**src/rtl/ctrl_pkg.sv**
```systemverilog
// Shared types and encodings for the multi-cycle RV32I control unit.
package ctrl_pkg;

   localparam logic [6:0] OP_LOAD   = 7'b0000011;
   localparam logic [6:0] OP_STORE  = 7'b0100011;
   localparam logic [6:0] OP_RTYPE  = 7'b0110011;
   localparam logic [6:0] OP_ITYPE  = 7'b0010011;
   localparam logic [6:0] OP_BRANCH = 7'b1100011;
   localparam logic [6:0] OP_JAL    = 7'b1101111;

   typedef enum logic [3:0] {
      ALU_ADD, ALU_SUB, ALU_AND, ALU_OR, ALU_XOR,
      ALU_SLL, ALU_SRL, ALU_SRA, ALU_SLT, ALU_SLTU
   } alu_op_e;

   typedef enum logic [2:0] {
      IMM_I, IMM_S, IMM_B, IMM_U, IMM_J
   } imm_src_e;

   // FETCH must stay at zero: state_o reads as FETCH while reset forces it low
   typedef enum logic [3:0] {
      FETCH, DECODE, MEMADR, MEMRD, MEMWB, MEMWR,
      EXECR, EXECI, ALUWB, BRANCH, JAL, TRAP
   } state_e;

   localparam logic [1:0] SRCA_PC    = 2'b00;
   localparam logic [1:0] SRCA_OLDPC = 2'b01;
   localparam logic [1:0] SRCA_RS1   = 2'b10;

   localparam logic [1:0] SRCB_RS2   = 2'b00;
   localparam logic [1:0] SRCB_IMM   = 2'b01;
   localparam logic [1:0] SRCB_FOUR  = 2'b10;

   localparam logic [1:0] RES_ALUOUT = 2'b00;
   localparam logic [1:0] RES_MEM    = 2'b01;
   localparam logic [1:0] RES_ALU    = 2'b10;

endpackage

```
**src/rtl/multicycle_ctrl_unit_alu_decoder.sv**
```systemverilog
// funct3/funct7 to ALU operation mapping shared by register and immediate ALU ops.
module alu_decoder
   import ctrl_pkg::*;
(
   input  logic [2:0] funct3,
   input  logic       funct7b5,
   input  logic       is_imm,
   output alu_op_e    alu_op
);

   always_comb begin
      alu_op = ALU_ADD;
      unique case (funct3)
         3'b000:  alu_op = (funct7b5 && !is_imm) ? ALU_SUB : ALU_ADD;
         3'b001:  alu_op = ALU_SLL;
         3'b010:  alu_op = ALU_SLT;
         3'b011:  alu_op = ALU_SLTU;
         3'b100:  alu_op = ALU_XOR;
         3'b101:  alu_op = funct7b5 ? ALU_SRA : ALU_SRL;
         3'b110:  alu_op = ALU_OR;
         3'b111:  alu_op = ALU_AND;
         default: alu_op = ALU_ADD;
      endcase
   end

endmodule

```
**src/rtl/multicycle_ctrl_unit.sv**
```systemverilog
// Multi-cycle RV32I control FSM: sequences fetch/decode/execute/memory/writeback.
// Optional ILLEGAL_TRAP_EN adds a TRAP state and the illegal_instr output.
module multicycle_ctrl_unit
   import ctrl_pkg::*;
#(
   parameter int ALUCTRL_W = 4,
   parameter int IMMSRC_W  = 3,
   parameter int STATE_W   = 4
) (
   input  logic                 clk,
   input  logic                 rst,
   input  logic [31:0]          instr,
   input  logic                 zero,
   input  logic                 lt,
   input  logic                 ltu,
   input  logic                 mem_ready,
   output logic                 PCWrite,
   output logic                 IRWrite,
   output logic                 AdrSrc,
   output logic                 MemRead,
   output logic                 MemWrite,
   output logic                 RegWrite,
   output logic [1:0]           ALUsrcA,
   output logic [1:0]           ALUsrcB,
   output logic [ALUCTRL_W-1:0] ALUctrl,
   output logic [IMMSRC_W-1:0]  ImmSrc,
   output logic [1:0]           ResultSrc,
   output logic [STATE_W-1:0]   state_o
`ifdef ILLEGAL_TRAP_EN
   ,
   output logic                 illegal_instr
`endif
);

   state_e     state;
   logic [6:0] opcode;
   logic [2:0] funct3;
   logic       funct7b5;
   logic       unused_instr_bits;

   alu_op_e    dec_op;
   alu_op_e    alu_ctrl;
   imm_src_e   imm_src;
   logic [1:0] src_a, src_b, result_src;
   logic       pc_write, ir_write, adr_src, mem_read, mem_write, reg_write;
   logic       take;
   logic       illegal;

   assign opcode            = instr[6:0];
   assign funct3            = instr[14:12];
   assign funct7b5          = instr[30];
   assign unused_instr_bits = ^{instr[31], instr[29:15], instr[11:7]};

   alu_decoder u_alu_decoder (
      .funct3   (funct3),
      .funct7b5 (funct7b5),
      .is_imm   (state == EXECI),
      .alu_op   (dec_op)
   );

   always_ff @(posedge clk) begin
      if (rst) begin
         state <= FETCH;
      end else begin
         unique case (state)
            FETCH:  if (mem_ready) state <= DECODE;
            DECODE: begin
               unique case (opcode)
                  OP_LOAD, OP_STORE: state <= MEMADR;
                  OP_RTYPE:          state <= EXECR;
                  OP_ITYPE:          state <= EXECI;
                  OP_BRANCH:         state <= BRANCH;
                  OP_JAL:            state <= JAL;
`ifdef ILLEGAL_TRAP_EN
                  default:           state <= TRAP;
`else
                  default:           state <= FETCH;
`endif
               endcase
            end
            MEMADR: state <= opcode[5] ? MEMWR : MEMRD;
            MEMRD:  if (mem_ready) state <= MEMWB;
            MEMWB:  state <= FETCH;
            MEMWR:  if (mem_ready) state <= FETCH;
            EXECR,
            EXECI:  state <= ALUWB;
            ALUWB:  state <= FETCH;
            BRANCH: state <= FETCH;
            JAL:    state <= ALUWB;
`ifdef ILLEGAL_TRAP_EN
            TRAP:   state <= TRAP;
`endif
            default: state <= FETCH;
         endcase
      end
   end

   always_comb begin
      take = 1'b0;
      unique case (funct3)
         3'b000:  take = zero;
         3'b001:  take = !zero;
         3'b100:  take = lt;
         3'b101:  take = !lt;
         3'b110:  take = ltu;
         3'b111:  take = !ltu;
         default: take = 1'b0;
      endcase
   end

   always_comb begin
      pc_write   = 1'b0;
      ir_write   = 1'b0;
      adr_src    = 1'b0;
      mem_read   = 1'b0;
      mem_write  = 1'b0;
      reg_write  = 1'b0;
      src_a      = SRCA_PC;
      src_b      = SRCB_RS2;
      alu_ctrl   = ALU_ADD;
      imm_src    = IMM_I;
      result_src = RES_ALUOUT;
      illegal    = 1'b0;
      unique case (state)
         FETCH: begin
            mem_read = 1'b1;
            src_b    = SRCB_FOUR;
            pc_write = mem_ready;
            ir_write = mem_ready;
         end
         DECODE: begin
            src_a   = SRCA_OLDPC;
            src_b   = SRCB_IMM;
            imm_src = IMM_B;
         end
         MEMADR: begin
            src_a   = SRCA_RS1;
            src_b   = SRCB_IMM;
            imm_src = opcode[5] ? IMM_S : IMM_I;
         end
         MEMRD: begin
            mem_read = 1'b1;
            adr_src  = 1'b1;
         end
         MEMWB: begin
            reg_write  = 1'b1;
            result_src = RES_MEM;
         end
         MEMWR: begin
            mem_write = 1'b1;
            adr_src   = 1'b1;
         end
         EXECR: begin
            src_a    = SRCA_RS1;
            alu_ctrl = dec_op;
         end
         EXECI: begin
            src_a    = SRCA_RS1;
            src_b    = SRCB_IMM;
            alu_ctrl = dec_op;
         end
         ALUWB: reg_write = 1'b1;
         BRANCH: begin
            src_a    = SRCA_RS1;
            alu_ctrl = ALU_SUB;
            pc_write = take;
         end
         JAL: begin
            src_a    = SRCA_OLDPC;
            src_b    = SRCB_FOUR;
            imm_src  = IMM_J;
            pc_write = 1'b1;
         end
         TRAP: illegal = 1'b1;
         default: ;
      endcase
      // reset overrides the state decode so an abandoned instruction never writes
      if (rst) begin
         pc_write   = 1'b0;
         ir_write   = 1'b0;
         adr_src    = 1'b0;
         mem_read   = 1'b0;
         mem_write  = 1'b0;
         reg_write  = 1'b0;
         src_a      = '0;
         src_b      = '0;
         alu_ctrl   = ALU_ADD;
         imm_src    = IMM_I;
         result_src = '0;
         illegal    = 1'b0;
      end
   end

   assign PCWrite   = pc_write;
   assign IRWrite   = ir_write;
   assign AdrSrc    = adr_src;
   assign MemRead   = mem_read;
   assign MemWrite  = mem_write;
   assign RegWrite  = reg_write;
   assign ALUsrcA   = src_a;
   assign ALUsrcB   = src_b;
   assign ALUctrl   = ALUCTRL_W'(alu_ctrl);
   assign ImmSrc    = IMMSRC_W'(imm_src);
   assign ResultSrc = result_src;
   assign state_o   = rst ? '0 : STATE_W'(state);
`ifdef ILLEGAL_TRAP_EN
   assign illegal_instr = illegal;
`else
   logic unused_illegal;
   assign unused_illegal = illegal;
`endif

endmodule

```
**config.mk**
```make
export PLATFORM = sky130hd
export DESIGN_NAME = multicycle_ctrl_unit
export DESIGN_NICKNAME = d
export VERILOG_FILES = /design/src/rtl/ctrl_pkg.sv /design/src/rtl/multicycle_ctrl_unit_alu_decoder.sv /design/src/rtl/multicycle_ctrl_unit.sv
export SDC_FILE = /design/constraint.sdc
export NUM_CORES = 1
export LEC_CHECK = 0
export ABC_AREA = 1
export CORE_MARGIN = 2
export CORE_UTILIZATION = 33
export CTS_BUF_LIST = sky130_fd_sc_hd__clkbuf_4 sky130_fd_sc_hd__clkbuf_8
export DETAILED_ROUTE_END_ITERATION = 6
export PLACE_DENSITY_LB_ADDON = 0.15
export SYNTH_ARGS = -nofsm -noshare
export SYNTH_HDL_FRONTEND = slang
export SYNTH_SLANG_ARGS = --single-unit
```
**constraint.sdc**
```tcl
create_clock -name clk -period 1.4 [get_ports clk]
set_input_delay 0.35 -clock clk [delete_from_list [all_inputs] [get_ports clk]]
set_output_delay 0.35 -clock clk [all_outputs]
set_load 0.01 [all_outputs]
```
# == Word level (Yosys, flattened, before mapping) ==
# Cells that the tools add are included.
# word_totals
elab_cells,79
in_bits,38
register_bits,4
# classes
mux,34
eq_ne,26
reduce_logical,18
# ops
op,count
case mux 4 bit (8 select lines),1
case mux 4 bit (6 select lines),1
2-to-1 mux 4 bit,5
case mux 4 bit (5 select lines),1
"== test 4 x 3 -> 1 bit, second input constant",4
2-to-1 mux 1 bit,15
"== test 7 x 6 -> 1 bit, second input constant",2
"== test 7 bit, second input constant",2
OR reduction 2 bit,7
"== test 3 bit, second input constant",4
"== test 4 bit, second input constant",3
case mux 3 bit (3 select lines),1
"== test 4 x 2 -> 1 bit, second input constant",2
case mux 2 bit (2 select lines),2
case mux 4 bit (2 select lines),1
"== test 7 x 2 -> 1 bit, second input constant",1
"== test 7 x 5 -> 1 bit, second input constant",1
"== test 3 x 2 -> 1 bit, second input constant",2
2-to-1 mux 2 bit,3
2-to-1 mux 3 bit,2
"inequality test 2 bit, second input constant",3
case mux 1 bit (6 select lines),1
OR reduction 3 bit,2
"== test 4 x 1 -> 1 bit, second input constant",1
8 further kinds,11

# == Longest topological paths before layout ==
# depth
word_depth,7
depth_mapped,9

# == Modules after synthesis ==
# A second synthesis with hierarchy kept.
# hier_totals
hier_cells,139
hier_area_um2,683.2
# by_module_without_submodules
module,seq_area_each_um2,cells_per_inst,instances,area_per_inst_um2
multicycle_ctrl_unit,80.1,126,1,626.9
alu_decoder,0.0,13,1,56.3

# == Worst setup path before layout ==
# OpenSTA, ideal clock, no wires.
# synth_path
kind,input to output
from,in rst
to,out ALUctrl[2]
t_arrival_ns,1.193
t_required_ns,1.050
n_path_buf,1
stages,4
setup_slack_ns,-0.143
cell_sequence,clkbuf_1 -> nor2_1 -> nand2_1 -> a211oi_1
# synth_between
elab_chain_cells,1
# synth_lines
element,line_no,source
start: declaration,multicycle_ctrl_unit.sv:11,"input logic rst,"
2-to-1 mux 4 bit,multicycle_ctrl_unit.sv:178,if (rst) begin
end: declaration,multicycle_ctrl_unit.sv:25,"output logic [ALUCTRL_W-1:0] ALUctrl,"
# No other way between the ends.

# == Final worst setup path ==
# layout_path
from,reg state[1]
to,out PCWrite
# layout_between
elab_chain_cells,3
word_cells_on_any_way,5
classes_between,eq/ne: 2; mux: 2; reduce/logical: 1
# layout_lines
element,line_no,source
start: declaration,multicycle_ctrl_unit.sv:35,state_e state;
start signal: assignment,multicycle_ctrl_unit.sv:81,MEMADR: state <= opcode[5] ? MEMWR : MEMRD;
== test 4 bit / zero test 4 bit (equally long branches),multicycle_ctrl_unit.sv:124,unique case (state)
case mux 1 bit (3 select lines) *,multicycle_ctrl_unit.sv:124,
2-to-1 mux 1 bit *,multicycle_ctrl_unit.sv:178,
end: declaration,multicycle_ctrl_unit.sv:17,"output logic PCWrite,"
# Mark *: on every way between the ends. The rest lies on a longest branch, timed or not.

==> summary.txt <==
CTS
  – Htree depth: 1
  – CTS tree: built
  – Inserted Clock Buffers: 3
  – CTS Sinks: 4
  – Clock transition at the registers of the reported paths: 0.04 ns
  – Max Root-Sink Buffers: 2
  – Worst-Skew Late Latency: 0.25 ns
  – Root buf cell: clkbuf_4
  – Hold Buf Count CTS: 0

Finish
  – Final Cell Area: 0.001677 mm^2
  – Final core utilization: 82.92%
  – Max reg flops: 4
  – Largest regs: state: 4 flops
  – FILL cells: 123
  – Fraction of layout cells with a size suffix above 1: 59.38%
  – Area growth, synth to finish: 131.8%
  – # diodes: 0
  – Largest Register: state
  – Nets: 264

Global routing
  – Vias in the first global route: 1,149
  – Tot GR Track Use: 24.20%
  – Initial antenna violation count: 0
  – Global-route wire length before repair: 4892 um
  – GRT overflow: 0
  – Largest net degree at the start of global routing: 12

Worst hold path
  – Min-delay worst type: input pin to register

Synthesis
  – Post-synth net total: 183
  – Synthesized area: 723.2 um^2
  – Largest area contributor in the netlist: nand2_1
  – Post-Syn Area per Cell: 4.988 um^2
  – Seq/Total Area, Yosys: 11.07%
  – EDFF count, synth: 0
  – Area contributors post-synth: nand2_1 25%, nor2_1 11%, dfxtp_1 11%
  – Cell variety after synth: 24
  – Most frequent cells after synthesis: 48 x nand2_1, 22 x nor2_1, 21 x inv_1, 10 x a21oi_1, 9 x nand3_1
  – Top-count cell post-synth: nand2_1
  – Post-Synthesis Cells: 145
  – Synth top area share: 24.91%
  – Ys async rst share: 0%
  – #FFs+latches synth: 4
  – Synth Flop Type: dfxtp_1
  – Ys Warns: 0

Route
  – Final WL: 4043 um
  – Iteration-0 DRC Markers: 50
  – DRC Markers: 0
  – Routed WL per cell: 16.11 um
  – Pre-Repair DR Iteration Count: 5
  – Drt via density: 5.303
  – Remaining antenna violation count: 0
  – Total number of vias: 1,331

Critical path
  – Slowest CP cell: dfxtp_4
  – Arrival @ worst endpoint: 1.45 ns
  – Critical path class: register to output pin
  – Cell family with most CP delay: flip-flops
  – CP peak stage delay: 0.38 ns
  – Crit end category: output pin
  – Worst path cell trace: buf_6 -> nor3_4 -> nand2_1 -> nand2_1 -> inv_1 -> a21oi_2 -> buf_2
  – Buf/Inv on CP: 3
  – Worst Setup Start Kind: register
  – Crit Path Max Fanout: 6
  – Worst path most repeated cell: nand2_1
  – Critical Path RT: 1.05 ns

Floorplanning
  – Cell Rows: 16
  – Die Ht: 50.82 um
  – Die ar.: 0.002582 mm^2
  – Core footprint: 0.002022 mm^2
  – Io pins: 61
  – Die Wd: 50.82 um
  – Initial Util: 35.77%

Timing
  – Final Cycle Share: 128.7%
  – Setup repair after global routing missed its margin: yes
  – Min Tclk post-route: 1.802 ns
  – Worst Skew: 0.003406 ns
  – Slew Viols, Final: 0
  – Setup WS post-layout: -0.4023 ns
  – Hold Worst Slack: 0.6563 ns
  – F_max: 554.9 MHz
  – Final setup vio count: 21
  – Final Hold Violating Endpoints: 0

Pwr
  – Sw power: 0.3010 mW
  – Logic pwr share: 58.3%
  – Seq pwr share: 19.3%
  – Cell leakage power: 0.8661 nW
  – Pint: 0.4027 mW
  – Power Dens Cells: 419.7 mW/mm^2
  – VDD IR max: 0.5596 mV
  – Pwr Total: 0.7037 mW
  – Net Sw Frac: 42.77%
  – Clk pwr share: 22.4%

Placement
  – Routability Congestion: 0.8457
  – # port buffers: 38
  – Post-DP HPWL: 1988 um
  – Post-DP Area: 0.001355 mm^2

Outcome
  – Outcome: finished with violations
  – Violated checks: negative setup slack

Flow run
  – Max-cap violations: 0
==> cell usage in the layout, fill, tap and decap left out, types with 2 or more instances in the layout <==
cell type,Yosys,layout
clkdlybuf4s15_2,0,2
dlygate4sd2_1,0,4
nand3b_1,3,3
nand3_2,1,3
nor2_1,22,9
nand3_4,0,2
inv_1,21,13
nand4_1,2,2
nand2_8,0,3
a21oi_2,0,5
nor2_4,1,10
nor3_2,1,2
buf_6,0,10
clkbuf_4,0,4
buf_2,0,19
nand2_2,4,8
buf_4,2,35
nor2_2,1,5
dfxtp_4,0,4
clkdlybuf4s50_1,0,8
a21oi_1,10,5
nand2_1,48,40
inv_8,0,3
nand3_1,9,5
inv_2,3,8
nor3_4,0,2
==> stage by stage <==
stage	setup WS, ns	cells	TNS, ns
finish	-0.4023	251	-5.020
global route	-0.4620	251	-6.200
CTS	-0.2878	246	-3.901
detailed placement	-0.9518	236	-16.36
global placement	-0.8924	236	-15.53
floorplan	0.001938	145	0
==> cell type report <==
| class | count | area [um^2] | share of cell area (%) |
|---|---|---|---|
| timing repair buffer | 81 | 640.6 | 38.21 |
| multi-input combinational | 111 | 763.2 | 45.52 |
| clock buffer | 3 | 22.52 | 1.343 |
| tap | 27 | 33.78 | 2.015 |
| sequential | 4 | 95.09 | 5.672 |
| inverter | 25 | 121.4 | 7.239 |
==> final timing paths <==
kind,startpoint,slack (ns),depth (start not counted),to
worst max-delay path,state[1],-0.40,7,PCWrite
worst min-delay path,rst,0.66,5,state[0]
worst max register to register,state[0],0.04,9,state[2]
worst min register to register,state[2],0.78,5,state[0]
==> worst register-to-register path, cell delays in order, from the launching register on <==
cell     delay [ns]
dfxtp_4        0.39
inv_6          0.10
buf_4          0.12
nand4_4        0.13
buf_4          0.18
nand3_1        0.08
nand2_2        0.07
nor2_4         0.12
nand2_1        0.06
nand2_1        0.06
==> layer usage <==
metal	wire, um	track usage [%]	vias up	share of wire [%]
met3	261	2.632	19	6.5
met5	0	0	-	0
met2	2105	42.11	82	52
met4	152	9.009	0	3.8
li1	-	-	610	-
met1	1524	30.69	620	38
==> power groups by stage <==
stage	sequential, mW	combinational, mW	clock (mW)
global route	0.137	0.435	0.170
finish	0.136	0.410	0.158
detailed placement	0.131	0.307	0
global placement	0.131	0.300	0
floorplan	0.129	0.140	0
CTS	0.136	0.339	0.145
==> cell families after synthesis <==
group / count (synthesis) / synth area share, %
flip-flops: 4 / 11.07
other: 1 / 0.5185
AND/OR/NAND/NOR: 97 / 61.59
AO/OA/AOI/OAI: 13 / 9.689
buffers and inverters: 30 / 17.13
==> repair_timing <==
action                                  4_1_cts  5_1_grt
setup buffers                                 8       11
pin swaps                                    14       19
gates resized for setup                     140       57
endpoints found under the setup margin       22       25
Power figures use the tool's default switching activity.
